$ cat config.mk
export PLATFORM = sky130hd
export DESIGN_NAME = serial_tx
export DESIGN_NICKNAME = d
export VERILOG_FILES = /design/src/rtl/serial_tx.sv
export SDC_FILE = /design/constraint.sdc
export NUM_CORES = 1
export LEC_CHECK = 0
export BUFFER_PORTS_ARGS = -buffer_cell sky130_fd_sc_hd__buf_4
export CAP_MARGIN = 10
export CORE_MARGIN = 1.5
export CORE_UTILIZATION = 30
export CTS_CLUSTER_DIAMETER = 150
export DETAILED_ROUTE_END_ITERATION = 10
export PLACE_DENSITY = 0.57
export SYNTH_ARGS = -nofsm -noshare
export SYNTH_HDL_FRONTEND = slang
export SYNTH_SLANG_ARGS = --single-unit
$ cat constraint.sdc
create_clock -name CLK -period 2.5 [get_ports CLK]
set_clock_uncertainty 0.2 [all_clocks]
set_input_delay 0.25 -clock CLK [delete_from_list [all_inputs] [get_ports CLK]]
set_output_delay 0.25 -clock CLK [all_outputs]
set_load 0.01 [all_outputs]
$ cat src/rtl/serial_tx.sv
// serial_tx -- parallel-to-serial frame transmitter.
//
// Takes one DATA_WIDTH-bit word per valid/ready handshake and sends it on a
// single registered line as: start bit (0), DATA_WIDTH data bits LSB first,
// stop bit (1). Every bit is held for BIT_CYCLES clocks. The line idles high.
//
// Ports:
//   CLK    in   rising-edge clock
//   RST    in   synchronous reset, active high
//   VALID  in   DATA holds a word to send
//   DATA   in   payload, sampled only on the accept edge
//   READY  out  word can be accepted this cycle (decoded from state and RST)
//   OUT    out  serial line, registered, idles high
//   BUSY   out  frame in progress, registered
module serial_tx #(
   parameter int DATA_WIDTH = 8,
   parameter int BIT_CYCLES = 4
) (
   input  logic                  CLK,
   input  logic                  RST,
   input  logic                  VALID,
   input  logic [DATA_WIDTH-1:0] DATA,
   output logic                  READY,
   output logic                  OUT,
   output logic                  BUSY
);

   // Counter widths are kept at least 1 bit so BIT_CYCLES=1 / DATA_WIDTH=1
   // still elaborate; the counters then simply stay at 0.
   localparam int CW = (BIT_CYCLES > 1) ? $clog2(BIT_CYCLES) : 1;
   localparam int IW = (DATA_WIDTH > 1) ? $clog2(DATA_WIDTH) : 1;
   localparam logic [CW-1:0] BC_LAST  = CW'(BIT_CYCLES - 1);
   localparam logic [IW-1:0] IDX_LAST = IW'(DATA_WIDTH - 1);

   typedef enum logic [1:0] {S_IDLE, S_START, S_DATA, S_STOP} state_t;

   state_t                state, state_nxt;
   logic [CW-1:0]         bcnt, bcnt_nxt;
   logic [IW-1:0]         idx, idx_nxt;
   logic [DATA_WIDTH-1:0] sh, sh_nxt, sh_shift;
   logic                  out_q, out_nxt;
   logic                  busy_q, busy_nxt;
   logic                  bit_end;

   // READY has no path from VALID; RST forces it low so nothing is accepted
   // on a reset edge.
   assign READY    = (state == S_IDLE) && !RST;
   assign OUT      = out_q;
   assign BUSY     = busy_q;
   assign bit_end  = (bcnt == BC_LAST);
   assign sh_shift = sh >> 1;

   always_ff @(posedge CLK) begin
      if (RST) begin
         state  <= S_IDLE;
         bcnt   <= '0;
         idx    <= '0;
         sh     <= '0;
         out_q  <= 1'b1;
         busy_q <= 1'b0;
      end else begin
         state  <= state_nxt;
         bcnt   <= bcnt_nxt;
         idx    <= idx_nxt;
         sh     <= sh_nxt;
         out_q  <= out_nxt;
         busy_q <= busy_nxt;
      end
   end

   // OUT is registered, so each branch computes the level the line must
   // carry after the coming edge (i.e. the bit of the next state).
   always_comb begin
      state_nxt = state;
      bcnt_nxt  = bcnt;
      idx_nxt   = idx;
      sh_nxt    = sh;
      out_nxt   = out_q;
      busy_nxt  = busy_q;
      case (state)
         S_IDLE: begin
            out_nxt  = 1'b1;
            busy_nxt = 1'b0;
            if (VALID && READY) begin
               sh_nxt    = DATA;
               bcnt_nxt  = '0;
               idx_nxt   = '0;
               state_nxt = S_START;
               out_nxt   = 1'b0;
               busy_nxt  = 1'b1;
            end
         end
         S_START: begin
            if (bit_end) begin
               bcnt_nxt  = '0;
               state_nxt = S_DATA;
               out_nxt   = sh[0];
            end else begin
               bcnt_nxt  = bcnt + CW'(1);
            end
         end
         S_DATA: begin
            if (bit_end) begin
               bcnt_nxt = '0;
               sh_nxt   = sh_shift;
               if (idx == IDX_LAST) begin
                  idx_nxt   = '0;
                  state_nxt = S_STOP;
                  out_nxt   = 1'b1;
               end else begin
                  idx_nxt   = idx + IW'(1);
                  out_nxt   = sh_shift[0];
               end
            end else begin
               bcnt_nxt = bcnt + CW'(1);
            end
         end
         S_STOP: begin
            if (bit_end) begin
               bcnt_nxt  = '0;
               state_nxt = S_IDLE;
               out_nxt   = 1'b1;
               busy_nxt  = 1'b0;
            end else begin
               bcnt_nxt  = bcnt + CW'(1);
            end
         end
         default: begin
            state_nxt = S_IDLE;
            out_nxt   = 1'b1;
            busy_nxt  = 1'b0;
         end
      endcase
   end

endmodule
# == Word-level counts from Yosys, hierarchy flattened ==
# Index checks and enable logic that the tools add are counted.
# totals
input_bits,11
word_cells,54
out_inout_bits,3
regBits,17
# op_classes
mux,25
n_reduce_logical,11
eq_ne,10
addsub,2
# op_table
operator,count
$mux W8,2
$pmux W8 S2,1
$mux W2,7
$mux W3,3
$ne A2 B2 Y1 const B,4
$pmux W2 S4,1
$mux W1,7
$eq A2 B2 Y1 const B,3
$pmux W3 S2,1
$reduce_and A3 Y1,2
$reduce_and A5 Y1,1
$pmux W1 S4,1
$pmux W2 S2,1
$reduce_bool A2 Y1,2
$add A3 B1 Y3 const B,1
$eq A3 B3 Y1 const B,1
$reduce_or A3 Y1,1
$add A2 B1 Y2 const B,1
$eq A2 B1 Y1 const B,1
$logic_and A1 B1 Y1,2
$logic_not A2 Y1,1
$ne A2 B1 Y1 const B,1
$pmux W1 S2,1
$reduce_and A2 Y1,1
$logic_not A1 Y1,1

# == Depth between registers and ports, before layout ==
# Gate-level depths: netlist of the first run.
# depth
ltp_word,5
ltp_mapped,8
ltp_nobuf,6

# == Worst setup path before layout of the first run ==
# Ideal clock, no wire load.
# synth_timing
path_kind,reg2reg
from,reg state[0]
to,reg sh[2]
path_stages_with_launch,9
t_required_ns,2.221
setup_slack_ns,0.691
synth_period_minus_slack_ns,1.809
n_path_buf,2
setup_ns,0.079
arrival_ns,1.529
cell_sequence,dfxtp_1 -> inv_1 -> ha_1 -> buf_4 -> mux2i_1 -> a21oi_4 -> buf_6 -> nor2_1 -> a211oi_2
# synth_between
elab_chain_len,5
word_cells_on_any_way,9
classes_between,3 x eq/ne; 1 x mux; 5 x reduce/logical
# synth_lines
item,line,rtl
"start, declared",37,"state_t state, state_nxt;"
"start signal, assigned",62,state <= state_nxt;
$logic_not A2 Y1,"47, 80",
$logic_and A1 B1 Y1,47,assign READY = (state == S_IDLE) && !RST;
$logic_and A1 B1 Y1,84,if (VALID && READY) begin
$ne A2 B1 Y1 (no source line),-,
$reduce_and A3 Y1 (no source line),-,
"end signal, assigned",65,sh <= sh_nxt;
"end, declared",40,"logic [DATA_WIDTH-1:0] sh, sh_nxt, sh_shift;"
# Several ways; a longest one is shown, not always the timed one.
# A chain may end at the register's enable or synchronous reset.

# == Worst setup path after layout of the first run ==
# layout_timing
from,reg state[0]
to,reg idx[2]
# layout_between
elab_chain_len,5
word_cells_on_any_way,9
classes_between,3 x eq/ne; 1 x mux; 5 x reduce/logical
# layout_lines
item,line,rtl
$logic_not A2 Y1,"47, 80",
$logic_and A1 B1 Y1,47,
$logic_and A1 B1 Y1,84,
$ne A2 B1 Y1 (no source line),-,
$reduce_and A3 Y1 (no source line),-,
"end signal, assigned",64,idx <= idx_nxt;
"end, declared",39,"logic [IW-1:0] idx, idx_nxt;"
# Several ways; a longest one is shown, not always the timed one.

==> flow_summary.json, run 1 <==
{
  "drc": 0,
  "post_cts_buffers": 0,
  "fin_crit_sh": 0.813,
  "cp_num_buf_inv": 1,
  "internal_power_mw": 0.701,
  "via_count": 711,
  "worstPathCellList": "inv_1, ha_1, mux2i_1, a21oi_4, mux2i_1, nor2_1",
  "critPathTopFamily": "compound AO/OA/AOI/OAI gates",
  "tightest_slew_ps": 497,
  "hpwlAfterDp_mm": 1.29,
  "combinationalPowerShare": 0.538,
  "layout_min_cycle_time_ps": 2030,
  "cts_root_buffer": "clkbuf_4",
  "switching_share": 0.414,
  "min_path_type": "in2reg",
  "max-cap-violations": 0,
  "mostFrequentLayoutCells": "dfxtp_1, nor2_1, buf_4",
  "area_growth_pct": 13.9,
  "grt_max_degree": 20,
  "cts_hold_buffers": 0,
  "post_drt_wl_per_cell_um": 12.4,
  "yosysUniqueCellTypes": 25,
  "clk_path_buf_depth": 2,
  "seq_area_frac_synth": 0.363,
  "antenna_found_initial": 0,
  "fin_area_um2": 1070,
  "initial_core_util": 0.313,
  "ant_nets": 0,
  "p_leak_nw": 0.431,
  "cp_slowest_stage_delay_ps": 430,
  "synth_nets": 116,
  "finalMaxSlewViolations": 0,
  "powerDensity_nw_per_um2": 1120,
  "slew_headroom": 0.668,
  "p_seq_frac": 0.336,
  "worstReg2RegEnd": "idx[2]$_SDFFE_PP0P_",
  "grt_pass1_wl_mm": 3.05,
  "die_w_um": 58.9,
  "ios": 14,
  "setup_tns_ps": 0,
  "worstSetupEndpoint": "idx[2]$_SDFFE_PP0P_",
  "worst_slack_ps": 468,
  "worst_setup_path_end_kind": "flop",
  "crit_type": "reg2reg",
  "r2r_slack_ps": 470,
  "finalHoldViolCount": 0,
  "cts_sinks": 17,
  "diodes": 0,
  "worstPathMaxFanout": 18,
  "grt.overflow.total": 0,
  "grt_pass1_vias": 710,
  "syn_area_per_cell_um2": 9.67,
  "dr.pass1.iters": 4,
  "required_ps": 2490,
  "clk_latency_ps": 290,
  "place.gp.congestion": 0.721,
  "nNetsFinal": 129,
  "worst_r2r_path_depth": 6,
  "min-delay-start": "RST",
  "drt_iter0_drc": 26,
  "die_height_um": 58.9,
  "finalPower_mw": 1.20,
  "critPathLaunch": "state[0]$_SDFFE_PP0P_",
  "setup_viol": 0,
  "drive_gt1_frac": 0.220,
  "ctsResizeCount": 0,
  "portBuffers": 13,
  "path_clk_slew_ps": 110,
  "status": "finished, final reports clean",
  "viasPerCell": 5.01,
  "arrival_ps": 2020,
  "cp_num_cells": 6,
  "fmax_ghz": 0.492,
  "drt_wl_total_mm": 1.76,
  "track_usage": 0.112,
  "switching_power_mw": 0.496,
  "die_area_um2": 3470,
  "placed_cell_area_um2": 1040,
  "multi_input_area_um2": 547,
  "core.rowCount": 20,
  "rsz0062_at_grt": "false",
  "htree_levels": 1,
  "core_um2": 3000,
  "synth_seq_cells": 17,
  "dp_slack_ps": 461,
  "netlist_instances": 97,
  "cp_common_cell": "mux2i_1",
  "syn_area_um2": 938,
  "synth.yosys.warnings": 0,
  "slowest_stage": "a21oi_4",
  "rr_startpoint": "state[0]$_SDFFE_PP0P_",
  "numCtsBuffers": 3,
  "critical_path.startpoint_type": "flop",
  "fillers": 312,
  "regArea_um2": 340,
  "ir_drop_uv": 290,
  "clkPwrFrac": 0.126,
  "cts_tree": "built"
}
worst min-delay path by stage:
stage | end | slack [ps] | cells past startpoint
after CTS | sh[2]$_SDFFE_PP0P_ | 70 | 2
final | sh[2]$_SDFFE_PP0P_ | 70 | 2
after global placement | OUT$_SDFFE_PP1P_ | 250 | 2
after global routing | sh[7]$_SDFFE_PP0P_ | 60 | 3
after detailed placement | OUT$_SDFFE_PP1P_ | 260 | 2
after floorplan | sh[7]$_SDFFE_PP0P_ | 230 | 2
layer usage:
metal / track usage / share of wire / vias to the layer above
met3: 0.0154 / 0.023 / 2
li1: - / - / 370
met5: 0 / 0 / -
met2: 0.195 / 0.50 / 6
met4: 0.0487 / 0.0051 / 0
met1: 0.137 / 0.47 / 333
worst reg2reg max path: stages, from the launching register on:
cell	delay [ps]
dfxtp_1	360
inv_1	110
ha_1	350
mux2i_1	170
a21oi_4	430
mux2i_1	260
nor2_1	50
flip-flops by register name, summed over array words and instances (netlist names):
name   cells
sh         8
OUT        1
state      2
idx        3
bcnt       2
BUSY       1
area by class of cell:
type	count	area share
multi-input combinational	72	0.512
sequential	17	0.319
timing repair buffer	14	0.0984
tap	33	0.0386
clock buffer	3	0.0211
inverter	2	0.00703
clock inverter	1	0.00468
kinds of logic after synthesis:
kind of cell,Yosys count,share of synthesized area
AO/OA/AOI/OAI,19,0.164
flip-flops,17,0.363
multiplexers,13,0.139
adder cells (fa/ha/maj),8,0.107
buffers and inverters,8,0.0547
AND/OR/NAND/NOR,32,0.173
stage by stage:
| step | instances | util | hold WS, ps |
|---|---|---|---|
| final | 142 | 0.356 | 69.1 |
| after global routing | 142 | 0.356 | 55.8 |
| after CTS | 142 | 0.356 | 65.3 |
| after detailed placement | 138 | 0.347 | 264 |
| after global placement | 138 | 0.347 | 251 |
| after floorplan | 97 | - | 227 |
cell usage after synthesis, drive strengths merged:
library cell,number,area (um2)
clkbuf,1,3.75
buf,5,40.0
nor2b,2,12.5
nor3,2,10.0
dfxtp,17,340
a211oi,9,82.6
nand4b,1,8.76
nor2,17,63.8
mux2i,13,130
nand2,2,7.51
a21oi,6,41.3
o21ai,2,10.0
a32o,1,10.0
nand2b,2,20.0
inv,2,7.51
nor4,2,12.5
o21ba,1,10.0
nor3b,2,15.0
ha,8,100
and2,2,12.5
power groups by stage:
stage	Clock, mW	Sequential [mW]	Combinational [mW]
after floorplan	0	0.401	0.548
after global placement	0	0.403	0.625
after detailed placement	0	0.409	0.645
after CTS	0.155	0.402	0.647
after global routing	0.172	0.414	0.711
final	0.151	0.402	0.644
(Power assumes the default switching activity.)
==> inputs of run 2 (changes only) <==
--- a/config.mk
+++ b/config.mk
@@ -5,6 +5,7 @@
 export SDC_FILE = /design/constraint.sdc
 export NUM_CORES = 1
 export LEC_CHECK = 0
+export ABC_AREA = 1
 export BUFFER_PORTS_ARGS = -buffer_cell sky130_fd_sc_hd__buf_4
 export CAP_MARGIN = 10
 export CORE_MARGIN = 1.5
==> constraint.sdc (replaced) <==
create_clock -name CLK -period 2.1 [get_ports CLK]
set_clock_uncertainty 0.2 [all_clocks]
set_input_delay 0.21 -clock CLK [delete_from_list [all_inputs] [get_ports CLK]]
set_output_delay 0.21 -clock CLK [all_outputs]
set_load 0.01 [all_outputs]
==> flow_summary.json, run 2 <==
{
  "status": "finished, final reports clean",
  "cts_hold_buffers": 2,
  "ir_drop_uv": 405,
  "synth_nets": 159,
  "wl_met2_um": 961,
  "required_ps": 2110,
  "synth_top_cells_by_count": "nand2_1, dfxtp_1, a21oi_1",
  "grt_max_degree": 16,
  "post_drt_wl_per_cell_um": 10.6,
  "area_growth_pct": 17.7,
  "htree_levels": 1,
  "drc": 0,
  "worst_setup_path_end_kind": "flop",
  "portBuffers": 13,
  "grt_pass1_wl_mm": 3.51,
  "hpwlAfterDp_mm": 1.59,
  "ant_nets": 0,
  "path_clk_slew_ps": 100,
  "clk_path_buf_depth": 2,
  "rsz0062_at_grt": "false",
  "syn_area_um2": 960,
  "powerDensity_nw_per_um2": 1030,
  "stdcell_count": 199,
  "fin_crit_sh": 0.907,
  "mostFrequentLayoutCells": "nand2_1, dfxtp_1, a21oi_1, buf_4",
  "wl_met3_um": 118,
  "layout_commonest_cell": "nand2_1",
  "nNetsFinal": 175,
  "numCtsBuffers": 3,
  "yosysMostFrequentCell": "nand2_1",
  "slew_headroom": 0.691,
  "worstPathMaxFanout": 12,
  "seq_area_frac_synth": 0.355,
  "top_layer": "met4",
  "ios": 14,
  "finalHoldViolCount": 0,
  "finalMaxSlewViolations": 0,
  "clk_latency_ps": 290,
  "arrival_ps": 1920,
  "synth.largest_area_cell": "dfxtp_1",
  "synth_ff_type": "dfxtp_1",
  "track_usage": 0.128,
  "p_leak_nw": 0.517,
  "viasPerCell": 4.72,
  "ctsResizeCount": 0,
  "tightest_slew_ps": 461,
  "cts_sinks": 17,
  "synth.yosys.warnings": 0,
  "synthArstFlopShare": 0,
  "synth.area.top_cells": "dfxtp_1, nand2_1, ha_1",
  "critical_path.startpoint_type": "flop",
  "fmax_ghz": 0.525,
  "wl_met1_um": 994,
  "syn_area_per_cell_um2": 6.85,
  "yosysUniqueCellTypes": 18,
  "cts_tree": "built",
  "diodes": 0,
  "grt.overflow.total": 0,
  "layout_min_cycle_time_ps": 1900,
  "die_height_um": 59.6,
  "max-cap-violations": 0,
  "dp_slack_ps": 228,
  "via_count": 939,
  "r2r_slack_ps": 200,
  "drt_wl_total_mm": 2.11,
  "fillers": 345,
  "min_path_type": "in2reg",
  "die_w_um": 59.6,
  "synth-edff-count": 0,
  "netlist_instances": 140,
  "drt_iter0_drc": 39,
  "cts_root_buffer": "clkbuf_4",
  "core.rowCount": 20,
  "grt_pass1_vias": 870,
  "dp_cells": 193,
  "antenna_found_initial": 0,
  "die_area_um2": 3550,
  "worst_slack_ps": 196,
  "setup_tns_ps": 0,
  "setup_viol": 0,
  "drive_gt1_frac": 0.148,
  "place.gp.congestion": 0.805,
  "largestRegisters": "sh: 8 flops, idx: 3 flops",
  "synth_top_area_frac": 0.355,
  "core_um2": 3050,
  "synth_seq_cells": 17,
  "post_cts_buffers": 0,
  "crit_type": "reg2reg",
  "dr.pass1.iters": 4,
  "finalPower_mw": 1.16,
  "largest-register": "sh",
  "largest_reg_flops": 8,
  "initial_core_util": 0.314
}
-- run 2: final timing paths --
check	startpoint	to	cells after the start
max	state[0]$_SDFFE_PP0P_	idx[0]$_SDFFE_PP0P_	6
min	DATA[5]	sh[5]$_SDFFE_PP0P_	5
max reg2reg	state[0]$_SDFFE_PP0P_	idx[0]$_SDFFE_PP0P_	6
min reg2reg	sh[7]$_SDFFE_PP0P_	sh[7]$_SDFFE_PP0P_	2
-- run 2: worst max-delay path, cell delays in order (launching register included) --
cell and delay (ps):
dfxtp_1 350, inv_1 120, ha_1 430, nand2_1 120
nand2_2 200, nand2_2 190, a21oi_1 220
-- run 2: routing by layer --
metal / vias up / track usage
li1: 484 / -
met1: 427 / 0.155
met2: 23 / 0.220
met3: 5 / 0.0240
met4: 0 / 0.0571
met5: - / 0
-- run 2: kinds of logic (layout without fill, tap and decap cells) --
family,count (synthesis),after routing,synth area share
compound gates,19,19,0.102
simple gates,78,78,0.351
buf+inv,18,33,0.0886
fa+ha+maj,8,8,0.104
flops,17,17,0.355
-- run 2: where the power goes --
part | switching (mW) | internal (mW) | leakage, nW
Clock | 0.102 | 0.0738 | 0.0150
Combinational | 0.337 | 0.199 | 0.363
Sequential | 0.0475 | 0.400 | 0.139
-- run 2: metrics by stage --
stage	utilization	area (um2)	hold WS [ps]
2_1_floorplan	-	960	79.1
3_3_place_gp	0.355	1080	254
3_5_place_dp	0.355	1080	257
4_1_cts	0.370	1130	85.6
5_1_grt	0.370	1130	92.8
6_report	0.370	1130	92.4
-- run 2: cell type report --
cell class / instances / area [um2] / area share
sequential: 17 / 340 / 0.301
tap: 44 / 55.1 / 0.0487
timing repair buffer: 16 / 125 / 0.111
inverter: 13 / 48.8 / 0.0432
multi-input combinational: 105 / 534 / 0.473
clock buffer: 4 / 26.3 / 0.0233
==> inputs of run 3 (changes only) <==
--- a/config.mk
+++ b/config.mk
@@ -10,6 +10,7 @@
 export CAP_MARGIN = 10
 export CORE_MARGIN = 1.5
 export CORE_UTILIZATION = 30
+export CTS_BUF_LIST = sky130_fd_sc_hd__clkbuf_8
 export CTS_CLUSTER_DIAMETER = 150
 export DETAILED_ROUTE_END_ITERATION = 10
 export PLACE_DENSITY = 0.57
==> flow_summary.json, run 3 (synthesized netlist as in run 2, its figures left out) <==
{
  "status": "finished, final reports clean",
  "cts_tree": "built",
  "fmax_ghz": 0.527,
  "path_clk_slew_ps": 70,
  "core.rowCount": 20,
  "setup_viol": 0,
  "worstPathMaxFanout": 12,
  "ios": 14,
  "diodes": 0,
  "largestRegisters": "sh: 8 flops, idx: 3 flops",
  "grt_pass1_vias": 870,
  "worst_setup_path_end_kind": "flop",
  "powerDensity_nw_per_um2": 1080,
  "portBuffers": 13,
  "multi_input_area_um2": 534,
  "timing.hold.ws_ps": 31.7,
  "finalHoldViolCount": 0,
  "drt_iter0_drc": 19,
  "largest-register": "sh",
  "worstPathCellList": "inv_1, ha_1, nand2_1, nand2_2, nand2_2, a21oi_1",
  "arrival_ps": 1870,
  "finalMaxSlewViolations": 0,
  "crit_type": "reg2reg",
  "nNetsFinal": 173,
  "layout_min_cycle_time_ps": 1900,
  "wl_met1_um": 989,
  "worst_slack_ps": 201,
  "die_w_um": 59.6,
  "ant_nets": 0,
  "cp_slowest_stage_delay_ps": 420,
  "hpwlAfterDp_mm": 1.59,
  "max-cap-violations": 0,
  "setup_tns_ps": 0,
  "stdcell_count": 197,
  "htree_levels": 1,
  "core_um2": 3050,
  "dp_slack_ps": 228,
  "numCtsBuffers": 3,
  "slew_headroom": 0.690,
  "wl_met2_um": 970,
  "required_ps": 2070,
  "initial_core_util": 0.314,
  "drt_wl_total_mm": 2.11,
  "area_growth_pct": 17.6,
  "largest_reg_flops": 8,
  "tightest_slew_ps": 462,
  "ctsResizeCount": 0,
  "slowest_stage": "ha_1",
  "ir_drop_uv": 471,
  "regArea_um2": 340,
  "fin_crit_sh": 0.904,
  "drc": 0,
  "post_cts_buffers": 0,
  "mostFrequentLayoutCells": "nand2_1, dfxtp_1, a21oi_1, buf_4, inv_1",
  "clk_path_buf_depth": 2,
  "fillers": 344,
  "cts_hold_buffers": 0,
  "drive_gt1_frac": 0.150,
  "cts_sinks": 17,
  "clk_latency_ps": 250,
  "dp_cells": 193,
  "cp_common_cell": "nand2_2",
  "p_leak_nw": 0.520,
  "post_drt_wl_per_cell_um": 10.7,
  "dr.pass1.iters": 4,
  "cts_root_buffer": "clkbuf_8",
  "grt_max_degree": 16,
  "critical_path.startpoint_type": "flop",
  "viasPerCell": 4.71,
  "grt_pass1_wl_mm": 3.51,
  "wl_met3_um": 98,
  "top_layer": "met4",
  "track_usage": 0.131,
  "grt.overflow.total": 0,
  "via_count": 927,
  "rsz0062_at_grt": "false",
  "layout_commonest_cell": "nand2_1",
  "antenna_found_initial": 0,
  "place.gp.congestion": 0.805,
  "die_height_um": 59.6,
  "die_area_um2": 3550,
  "r2r_slack_ps": 200,
  "min_path_type": "in2reg"
}
## run 3: cell types whose count changed in the layout (fill, tap and decap cells not counted), sizes merged
cell,change
clkbuf,-1
inv,+1
dlygate4sd3,-2
## run 3: where the power goes
part	internal, mW	switching [mW]	total (mW)
sequential	0.400	0.0475	0.448
clock	0.130	0.112	0.241
combinational	0.197	0.335	0.532
total	0.727	0.495	1.22
## run 3: path summary, 6_finish.rpt
path,startpoint,end,cells past startpoint
hold / removal,DATA[7],sh[7]$_SDFFE_PP0P_,3
setup / recovery,state[0]$_SDFFE_PP0P_,idx[0]$_SDFFE_PP0P_,6
hold reg to reg,sh[2]$_SDFFE_PP0P_,sh[2]$_SDFFE_PP0P_,2
setup reg to reg,state[0]$_SDFFE_PP0P_,idx[0]$_SDFFE_PP0P_,6
## run 3: metal layers
metal | vias up | global-route usage
met3 | 5 | 0.0306
met4 | 0 | 0.0825
li1 | 478 | -
met1 | 429 | 0.154
met2 | 15 | 0.214
met5 | - | 0
## run 3: through the flow
step / power (mW) / area [um2] / utilization
floorplan: 0.865 / 960 / -
global placement: 0.971 / 1080 / 0.355
detailed placement: 0.989 / 1080 / 0.355
CTS: 1.23 / 1130 / 0.370
global route: 1.33 / 1130 / 0.370
finish: 1.22 / 1130 / 0.370
## run 3: cell type report
type | instances | area share
clock inverters | 1 | 0.00333
repair buffers | 14 | 0.0931
clock buffers | 3 | 0.0366
flip-flops and latches | 17 | 0.302
multi-input cells | 105 | 0.473
well taps | 44 | 0.0488
inverters | 13 | 0.0432
## run 3: worst max-delay path: cells and delay by family, from the launching register on
family	cells	cell delay [ps]
compound gates	1	220
fa+ha+maj	1	420
simple gates	3	510
buf+inv	1	120
flops	1	340
